<file path="src/rtl/uart_pkg.sv">
// ============================================================================
// uart_pkg : shared state encoding, parity constants and width helper.  Rev 1.0
// ============================================================================
`default_nettype none

package uart_pkg;

   typedef enum logic [2:0] {
      IDLE      = 3'd0,
      START     = 3'd1,
      DATA      = 3'd2,
      PARITY    = 3'd3,
      STOP      = 3'd4,
      WAIT_HIGH = 3'd5
   } rx_state_t;

   localparam logic PARITY_EVEN = 1'b0;
   localparam logic PARITY_ODD  = 1'b1;

   function automatic int clog2(input int value);
      int result;
      result = 0;
      for (int i = 0; i < 32; i++) begin
         if ((1 << result) < value) begin
            result = result + 1;
         end
      end
      return (result < 1) ? 1 : result;
   endfunction

endpackage

`default_nettype wire

</file>
<file path="src/rtl/uart_rx_param_if.sv">
// ============================================================================
// uart_rx_param_if : frame delivery handshake with status flags.  Rev 1.0
// ============================================================================
`default_nettype none

interface uart_rx_param_if #(
   parameter int DATA_LENGTH = 8
);
   logic [DATA_LENGTH-1:0] parallel_dataout;
   logic                   data_valid;
   logic                   data_ready;
   logic                   parity_error;
   logic                   frame_error;
   logic                   break_detect;
   logic                   overrun_error;

   modport master (
      output parallel_dataout,
      output data_valid,
      output parity_error,
      output frame_error,
      output break_detect,
      output overrun_error,
      input  data_ready
   );

   modport slave (
      input  parallel_dataout,
      input  data_valid,
      input  parity_error,
      input  frame_error,
      input  break_detect,
      input  overrun_error,
      output data_ready
   );
endinterface

`default_nettype wire

</file>
<file path="src/rtl/uart_rx_sampler.sv">
// ============================================================================
// uart_rx_sampler : 2-flop synchroniser, 3-tap majority vote, fall detect. Rev 1.0
// ============================================================================
`default_nettype none

module uart_rx_sampler (
   input  logic clk,
   input  logic rst,
   input  logic serial_in,
   output logic sample,
   output logic fall_edge
);
   logic       r_sync1;
   logic       r_sync2;
   logic [1:0] r_hist;
   logic       r_prev_sample;

   // Everything resets to the idle-line level so reset release never looks like a start edge.
   always_ff @(posedge clk or posedge rst) begin
      if (rst) begin
         r_sync1       <= 1'b1;
         r_sync2       <= 1'b1;
         r_hist        <= 2'b11;
         r_prev_sample <= 1'b1;
      end else begin
         r_sync1       <= serial_in;
         r_sync2       <= r_sync1;
         r_hist        <= {r_hist[0], r_sync2};
         r_prev_sample <= sample;
      end
   end

   assign sample    = (r_sync2 & r_hist[0]) | (r_sync2 & r_hist[1]) | (r_hist[0] & r_hist[1]);
   assign fall_edge = r_prev_sample & ~sample;

endmodule

`default_nettype wire

</file>
<file path="src/rtl/uart_rx_param.sv">
// ============================================================================
// uart_rx_param : parametrised oversampling UART receiver, valid/ready out. Rev 1.0
// ============================================================================
`default_nettype none

module uart_rx_param
   import uart_pkg::*;
#(
   parameter int DATA_LENGTH = 8,
   parameter int PARITY_EN   = 1,
   parameter int STOP_BITS   = 1,
   parameter int CLK_PER_BIT = 16
) (
   input  logic            rx_clk,
   input  logic            rst,
   input  logic            serialdata_in,
   input  logic            parity_type,
   output logic            rx_busy,
   uart_rx_param_if.master bus
);
   localparam int c_cnt_w = clog2(CLK_PER_BIT);
   localparam int c_bit_w = clog2(DATA_LENGTH + 1);
   localparam logic [c_cnt_w-1:0] c_mid       = c_cnt_w'(CLK_PER_BIT / 2);
   localparam logic [c_cnt_w-1:0] c_last      = c_cnt_w'(CLK_PER_BIT - 1);
   localparam logic [c_bit_w-1:0] c_data_last = c_bit_w'(DATA_LENGTH - 1);
   localparam logic [c_bit_w-1:0] c_stop_last = c_bit_w'(STOP_BITS - 1);

   rx_state_t              r_state;
   logic [c_cnt_w-1:0]     r_cnt;
   logic [c_bit_w-1:0]     r_bitcnt;
   logic [DATA_LENGTH-1:0] r_shift;
   logic                   r_par_bit;
   logic                   r_perr;
   logic                   r_ferr;

   logic w_sample;
   logic w_fall;
   logic w_tick;
   logic w_break;
   logic w_done;
   logic w_done_ferr;

   uart_rx_sampler u_sampler (
      .clk       (rx_clk),
      .rst       (rst),
      .serial_in (serialdata_in),
      .sample    (w_sample),
      .fall_edge (w_fall)
   );

   // A break is only recognised on the first stop bit; it ends the frame early.
   always_comb begin
      w_tick      = (r_cnt == c_last);
      w_break     = (r_state == STOP) && w_tick && (r_bitcnt == '0) && !w_sample &&
                    (r_shift == '0) && ((PARITY_EN == 0) || !r_par_bit);
      w_done      = (r_state == STOP) && w_tick && (w_break || (r_bitcnt == c_stop_last));
      w_done_ferr = r_ferr | ~w_sample;
   end

   assign rx_busy = (r_state != IDLE);

   always_ff @(posedge rx_clk or posedge rst) begin
      if (rst) begin
         r_state              <= IDLE;
         r_cnt                <= '0;
         r_bitcnt             <= '0;
         r_shift              <= '0;
         r_par_bit            <= 1'b0;
         r_perr               <= 1'b0;
         r_ferr               <= 1'b0;
         bus.parallel_dataout <= '0;
         bus.data_valid       <= 1'b0;
         bus.parity_error     <= 1'b0;
         bus.frame_error      <= 1'b0;
         bus.break_detect     <= 1'b0;
         bus.overrun_error    <= 1'b0;
      end else begin
         bus.overrun_error <= 1'b0;
         // A held frame is never overwritten unless it is being accepted this cycle.
         if (w_done) begin
            if (!bus.data_valid || bus.data_ready) begin
               bus.parallel_dataout <= r_shift;
               bus.parity_error     <= r_perr;
               bus.frame_error      <= w_done_ferr;
               bus.break_detect     <= w_break;
               bus.data_valid       <= 1'b1;
            end else begin
               bus.overrun_error <= 1'b1;
            end
         end else if (bus.data_valid && bus.data_ready) begin
            bus.data_valid <= 1'b0;
         end

         case (r_state)
            IDLE: begin
               if (w_fall) begin
                  r_cnt   <= '0;
                  r_state <= START;
               end
            end
            START: begin
               if (r_cnt == c_mid) begin
                  r_cnt <= '0;
                  if (w_sample) begin
                     r_state <= IDLE;
                  end else begin
                     r_bitcnt <= '0;
                     r_perr   <= 1'b0;
                     r_ferr   <= 1'b0;
                     r_state  <= DATA;
                  end
               end else begin
                  r_cnt <= r_cnt + 1'b1;
               end
            end
            DATA: begin
               r_cnt <= w_tick ? '0 : r_cnt + 1'b1;
               if (w_tick) begin
                  r_shift <= {w_sample, r_shift[DATA_LENGTH-1:1]};
                  if (r_bitcnt == c_data_last) begin
                     r_bitcnt <= '0;
                     r_state  <= (PARITY_EN != 0) ? PARITY : STOP;
                  end else begin
                     r_bitcnt <= r_bitcnt + 1'b1;
                  end
               end
            end
            PARITY: begin
               r_cnt <= w_tick ? '0 : r_cnt + 1'b1;
               if (w_tick) begin
                  r_par_bit <= w_sample;
                  r_perr    <= (^r_shift) ^ w_sample ^ parity_type;
                  r_state   <= STOP;
               end
            end
            STOP: begin
               r_cnt <= w_tick ? '0 : r_cnt + 1'b1;
               if (w_tick) begin
                  r_ferr <= w_done_ferr;
                  if (w_break) begin
                     r_state <= WAIT_HIGH;
                  end else if (r_bitcnt == c_stop_last) begin
                     r_state <= IDLE;
                  end else begin
                     r_bitcnt <= r_bitcnt + 1'b1;
                  end
               end
            end
            WAIT_HIGH: begin
               if (w_sample) begin
                  r_state <= IDLE;
               end
            end
            default: begin
               r_state <= IDLE;
            end
         endcase
      end
   end

endmodule

`default_nettype wire

</file>
<file path="src/flat_wrapper.sv">
// flat-port wrapper written by rule: the top's interface ports become plain ports
module uart_rx_param_flat import uart_pkg::*;
#(
   parameter int DATA_LENGTH = 8,
   parameter int PARITY_EN   = 1,
   parameter int STOP_BITS   = 1,
   parameter int CLK_PER_BIT = 16
)
  (rx_clk, rst, serialdata_in, parity_type, rx_busy, bus_parallel_dataout, bus_data_valid, bus_parity_error, bus_frame_error, bus_break_detect, bus_overrun_error, bus_data_ready);
  uart_rx_param_if #(.DATA_LENGTH(DATA_LENGTH)) bus_i ();
  input  logic rx_clk;
  input  logic rst;
  input  logic serialdata_in;
  input  logic parity_type;
  output logic rx_busy;
  output wire logic [$bits(bus_i.parallel_dataout)-1:0] bus_parallel_dataout;
  output wire logic [$bits(bus_i.data_valid)-1:0] bus_data_valid;
  output wire logic [$bits(bus_i.parity_error)-1:0] bus_parity_error;
  output wire logic [$bits(bus_i.frame_error)-1:0] bus_frame_error;
  output wire logic [$bits(bus_i.break_detect)-1:0] bus_break_detect;
  output wire logic [$bits(bus_i.overrun_error)-1:0] bus_overrun_error;
  input wire logic [$bits(bus_i.data_ready)-1:0] bus_data_ready;
  assign bus_parallel_dataout = bus_i.parallel_dataout;
  assign bus_data_valid = bus_i.data_valid;
  assign bus_parity_error = bus_i.parity_error;
  assign bus_frame_error = bus_i.frame_error;
  assign bus_break_detect = bus_i.break_detect;
  assign bus_overrun_error = bus_i.overrun_error;
  assign bus_i.data_ready = bus_data_ready;
  uart_rx_param #(.DATA_LENGTH(DATA_LENGTH), .PARITY_EN(PARITY_EN), .STOP_BITS(STOP_BITS), .CLK_PER_BIT(CLK_PER_BIT)) u_core (.rx_clk(rx_clk), .rst(rst), .serialdata_in(serialdata_in), .parity_type(parity_type), .rx_busy(rx_busy), .bus(bus_i));
endmodule
</file>
<file path="config.mk">
export PLATFORM = sky130hd
export DESIGN_NAME = uart_rx_param_flat
export DESIGN_NICKNAME = d
export VERILOG_FILES = /design/src/rtl/uart_pkg.sv /design/src/rtl/uart_rx_param_if.sv /design/src/rtl/uart_rx_sampler.sv /design/src/rtl/uart_rx_param.sv /design/src/flat_wrapper.sv
export SDC_FILE = /design/constraint.sdc
export NUM_CORES = 1
export LEC_CHECK = 0
export CAP_MARGIN = 20
export CORE_MARGIN = 3
export CORE_UTILIZATION = 55
export CTS_CLUSTER_SIZE = 25
export DETAILED_ROUTE_END_ITERATION = 6
export HOLD_SLACK_MARGIN = 0.12
export PLACE_DENSITY = 0.8
export SYNTH_ARGS = -nofsm -noshare
export SYNTH_HDL_FRONTEND = slang
export SYNTH_HIERARCHICAL = 1
export SYNTH_SLANG_ARGS = --single-unit
</file>
<file path="constraint.sdc">
create_clock -name rx_clk -period 2.53 [get_ports rx_clk]
set_clock_uncertainty 0.2 [all_clocks]
set_input_delay 0.759 -clock rx_clk [delete_from_list [all_inputs] [get_ports rx_clk]]
set_output_delay 0.759 -clock rx_clk [all_outputs]
set_load 0.05 [all_outputs]
</file>
==> impl_metrics.py, run 1 <==
metrics = {
    "clocking": {
        "htreeDepth": 2,
        "clkTransAtPathRegs_ps": 80,
        "cts_tree": "done",
        "cts_num_sinks": 40,
        "root_buffer": "clkbuf_8",
        "clkLatencyLatePin_ps": 290,
        "post_cts_resized": 0,
        "cts_buffers": 5,
        "hold_buffers": 0,
        "clock_path_buffers": 2,
        "post_cts_buffers": 0,
    },
    "drt": {
        "drt_first_pass_iters": 5,
        "wl_per_cell_um": 14.9,
        "via_per_inst": 5.72,
        "via_count": 1540,
        "first_iter_violations": 98,
        "drtAntennaViolNets": 0,
        "wl_mm": 4.00,
        "drc_errors": 0,
    },
    "sta": {
        "fmax_ghz": 0.411,
        "timing.final.crit_share_pct": 96.2,
        "final_max_slew_viol_count": 0,
        "rsz0062_at_grt": "false",
        "finalSetupViolCount": 0,
        "relSlewSlack_pct": 65.4,
        "tns_ps": 0,
        "worst_slew_pin_slew_ps": 517,
        "holdWs_ps": 159,
        "hold_viol": 0,
        "fin_crit_ps": 2430,
    },
    "die": {
        "core_area_um2": 3490,
        "io_pins": 19,
        "die_area_um2": 4550,
        "initial_core_util_pct": 59.4,
        "die_h_um": 67.4,
        "rows": 21,
        "die_w_um": 67.4,
    },
    "synth": {
        "async_flop_share_pct": 100,
        "synth.top_cells.by_count": "dfrtp_1 (35), nand2_1 (21), o21ai_1 (19), inv_1 (15), ha_1 (8)",
        "avgSynthCellArea_um2": 10.4,
        "syn_nets": 212,
        "ys_types": 52,
        "yosysWarnings": 6,
        "synth_top_area_cell": "dfrtp_1",
        "ys_ff_latch": 40,
        "yosysMostFrequentCell": "dfrtp_1",
        "yosysSeqAreaShare_pct": 48.5,
        "yosys-top-cells-area": "dfrtp_1 (42%), dfstp_2 (6.3%), ha_1 (4.8%)",
        "syn_inst": 199,
        "netlist.area_leader.share_pct": 42.2,
        "netlist_area_um2": 2080,
        "synth-edff-count": 0,
        "ys.flop_type": "dfrtp_1",
    },
    "setup_path": {
        "path_cells": "clkdlybuf4s50_1",
        "critPathArrivalTime_ps": 1470,
        "cp_top_family": "buffers and inverters",
        "crit_slowest_cell": "clkdlybuf4s50_1",
        "slowest_delay_ps": 810,
        "critPathLaunchType": "register",
        "required_ps": 1570,
        "cp_max_fo": 2,
        "end_kind": "output pin",
        "crit_type": "reg -> out",
        "path_buf_inv": 1,
    },
    "power_and_ir_drop": {
        "ir_drop_v": 0.000542,
        "powerDensity_nw_per_um2": 838,
        "p_leak_nw": 1.07,
    },
    "grt": {
        "gr-total-overflow": 0,
        "antenna_found_initial": 0,
        "grt_max_degree": 36,
        "grt_use_total_pct": 20.3,
        "grt_pass1_vias": 1497,
        "grt_first_pass_wirelength_mm": 6.88,
    },
    "place": {
        "gp_congestion": 0.870,
        "hpwl_mm": 2.97,
        "port_buffers": 18,
    },
    "worst_hold_path": {
        "hp-class": "reg -> reg",
    },
    "finish": {
        "fillers": 267,
        "fin_nets": 235,
        "antenna_cells": 0,
        "syn_to_final_growth_pct": 16.8,
        "final_layout_size_suffix_gt1_share_pct": 16.1,
    },
    "outcome": {
        "status": "finished, final reports clean",
    },
    "run": {
        "max_cap_violations": 0,
    },
}
[power by group]
group          internal [mW]  total [mW]  switching [mW]
Clock                  0.223       0.442           0.219
Combinational          0.365       0.824           0.459
Sequential             0.709       0.764          0.0552
Total                   1.30        2.03           0.733
[worst paths after layout]
path / startpoint / to / slack (ps) / depth (start not counted)
setup / recovery: u_core/bus.parallel_dataout[4] / bus_parallel_dataout[4] / 100 / 1
hold / removal: u_core/u_sampler/r_sync1 / u_core/u_sampler/r_sync2 / 160 / 0
setup reg to reg: u_core/r_bitcnt[0] / u_core/r_state[0] / 400 / 6
hold reg to reg: u_core/u_sampler/r_sync1 / u_core/u_sampler/r_sync2 / 160 / 0
max in group asynchronous: rst / u_core/bus.break_detect / 1110 / 3
min in group asynchronous: rst / u_core/r_cnt[1] / 700 / 3
[through the flow]
step	power, mW	worst slack (ps)	util (%)	std cells	area [µm²]
after global routing	2.17	51.6	69.4	269	2420
after CTS	2.05	87.1	69.4	269	2420
after floorplan	1.39	311	-	199	2080
after detailed placement	1.59	320	66.6	261	2330
final	2.03	97.0	69.4	269	2420
after global placement	1.56	374	66.6	261	2330
[layout make-up]
cell class	instances	area, µm²	area share, %
Tap cell	46	57.6	2.37
Sequential cell	40	1010	41.6
Clock buffer	6	82.6	3.41
Timing Repair Buffer	26	250	10.3
Clock inverter	2	13.8	0.568
Multi-Input combinational cell	134	956	39.4
Inverter	15	56.3	2.32
[placed cells by master (no fill, tap or decap), types with 2 or more instances in the layout]
cell type         n
dfrtp_1          35
nand2_1          21
o21ai_1          19
clkdlybuf4s50_1  17
inv_1            15
ha_1              8
buf_4             8
clkbuf_8          6
a21oi_1           6
nand2b_1          6
xnor2_1           6
o21ai_0           5
nor2_1            5
dfstp_2           5
nand3_1           3
mux2i_1           3
nand4_1           3
o22ai_1           3
nor2b_1           3
mux2_1            3
a21o_1            3
nor3b_2           2
nor3b_1           2
or3_1             2
or3b_1            2
a22oi_1           2
mux2_2            2
o2bb2ai_1         2
[layer usage]
layer | part of all wire (%) | track usage, %
met4 | 1.0 | 6.58
met1 | 44 | 26.9
met5 | 0 | 0
met3 | 3.7 | 5.32
met2 | 52 | 32.6
[flip-flops by register name (all words and copies together), names as in the netlist]
name and flops:
u_core/r_par_bit 1, u_core/bus.parity_error 1, u_core/u_sampler/r_prev_sample 1, u_core/r_state 3, u_core/r_shift 8, u_core/r_bitcnt 4, u_core/u_sampler/r_sync2 1, u_core/r_cnt 4
u_core/u_sampler/r_sync1 1, u_core/r_ferr 1, u_core/bus.frame_error 1, u_core/bus.data_valid 1, u_core/bus.overrun_error 1, u_core/bus.parallel_dataout 8, u_core/r_perr 1, u_core/bus.break_detect 1
u_core/u_sampler/r_hist 2
[cells by family after synthesis]
logic type,count (synthesis),synth area share [%]
AOI/OAI and AO/OA,47,13.9
xor gates and xnor gates,7,2.95
adders and majority gates,9,5.36
buffers and inverters,25,5.43
DFF,40,48.5
muxes,9,4.88
and+or+nand+nor,62,19.0
(Power assumes the default switching activity.)
==> run 2, diff against run 1 <==
--- a/config.mk
+++ b/config.mk
@@ -10,6 +10,7 @@
 export CORE_UTILIZATION = 55
 export CTS_CLUSTER_SIZE = 25
 export DETAILED_ROUTE_END_ITERATION = 6
+export GPL_ROUTABILITY_DRIVEN = 0
 export HOLD_SLACK_MARGIN = 0.12
 export PLACE_DENSITY = 0.8
 export SYNTH_ARGS = -nofsm -noshare
==> results of run 2 <==
Same layout as run 1: the final DEF is identical, and so are final timing and power.
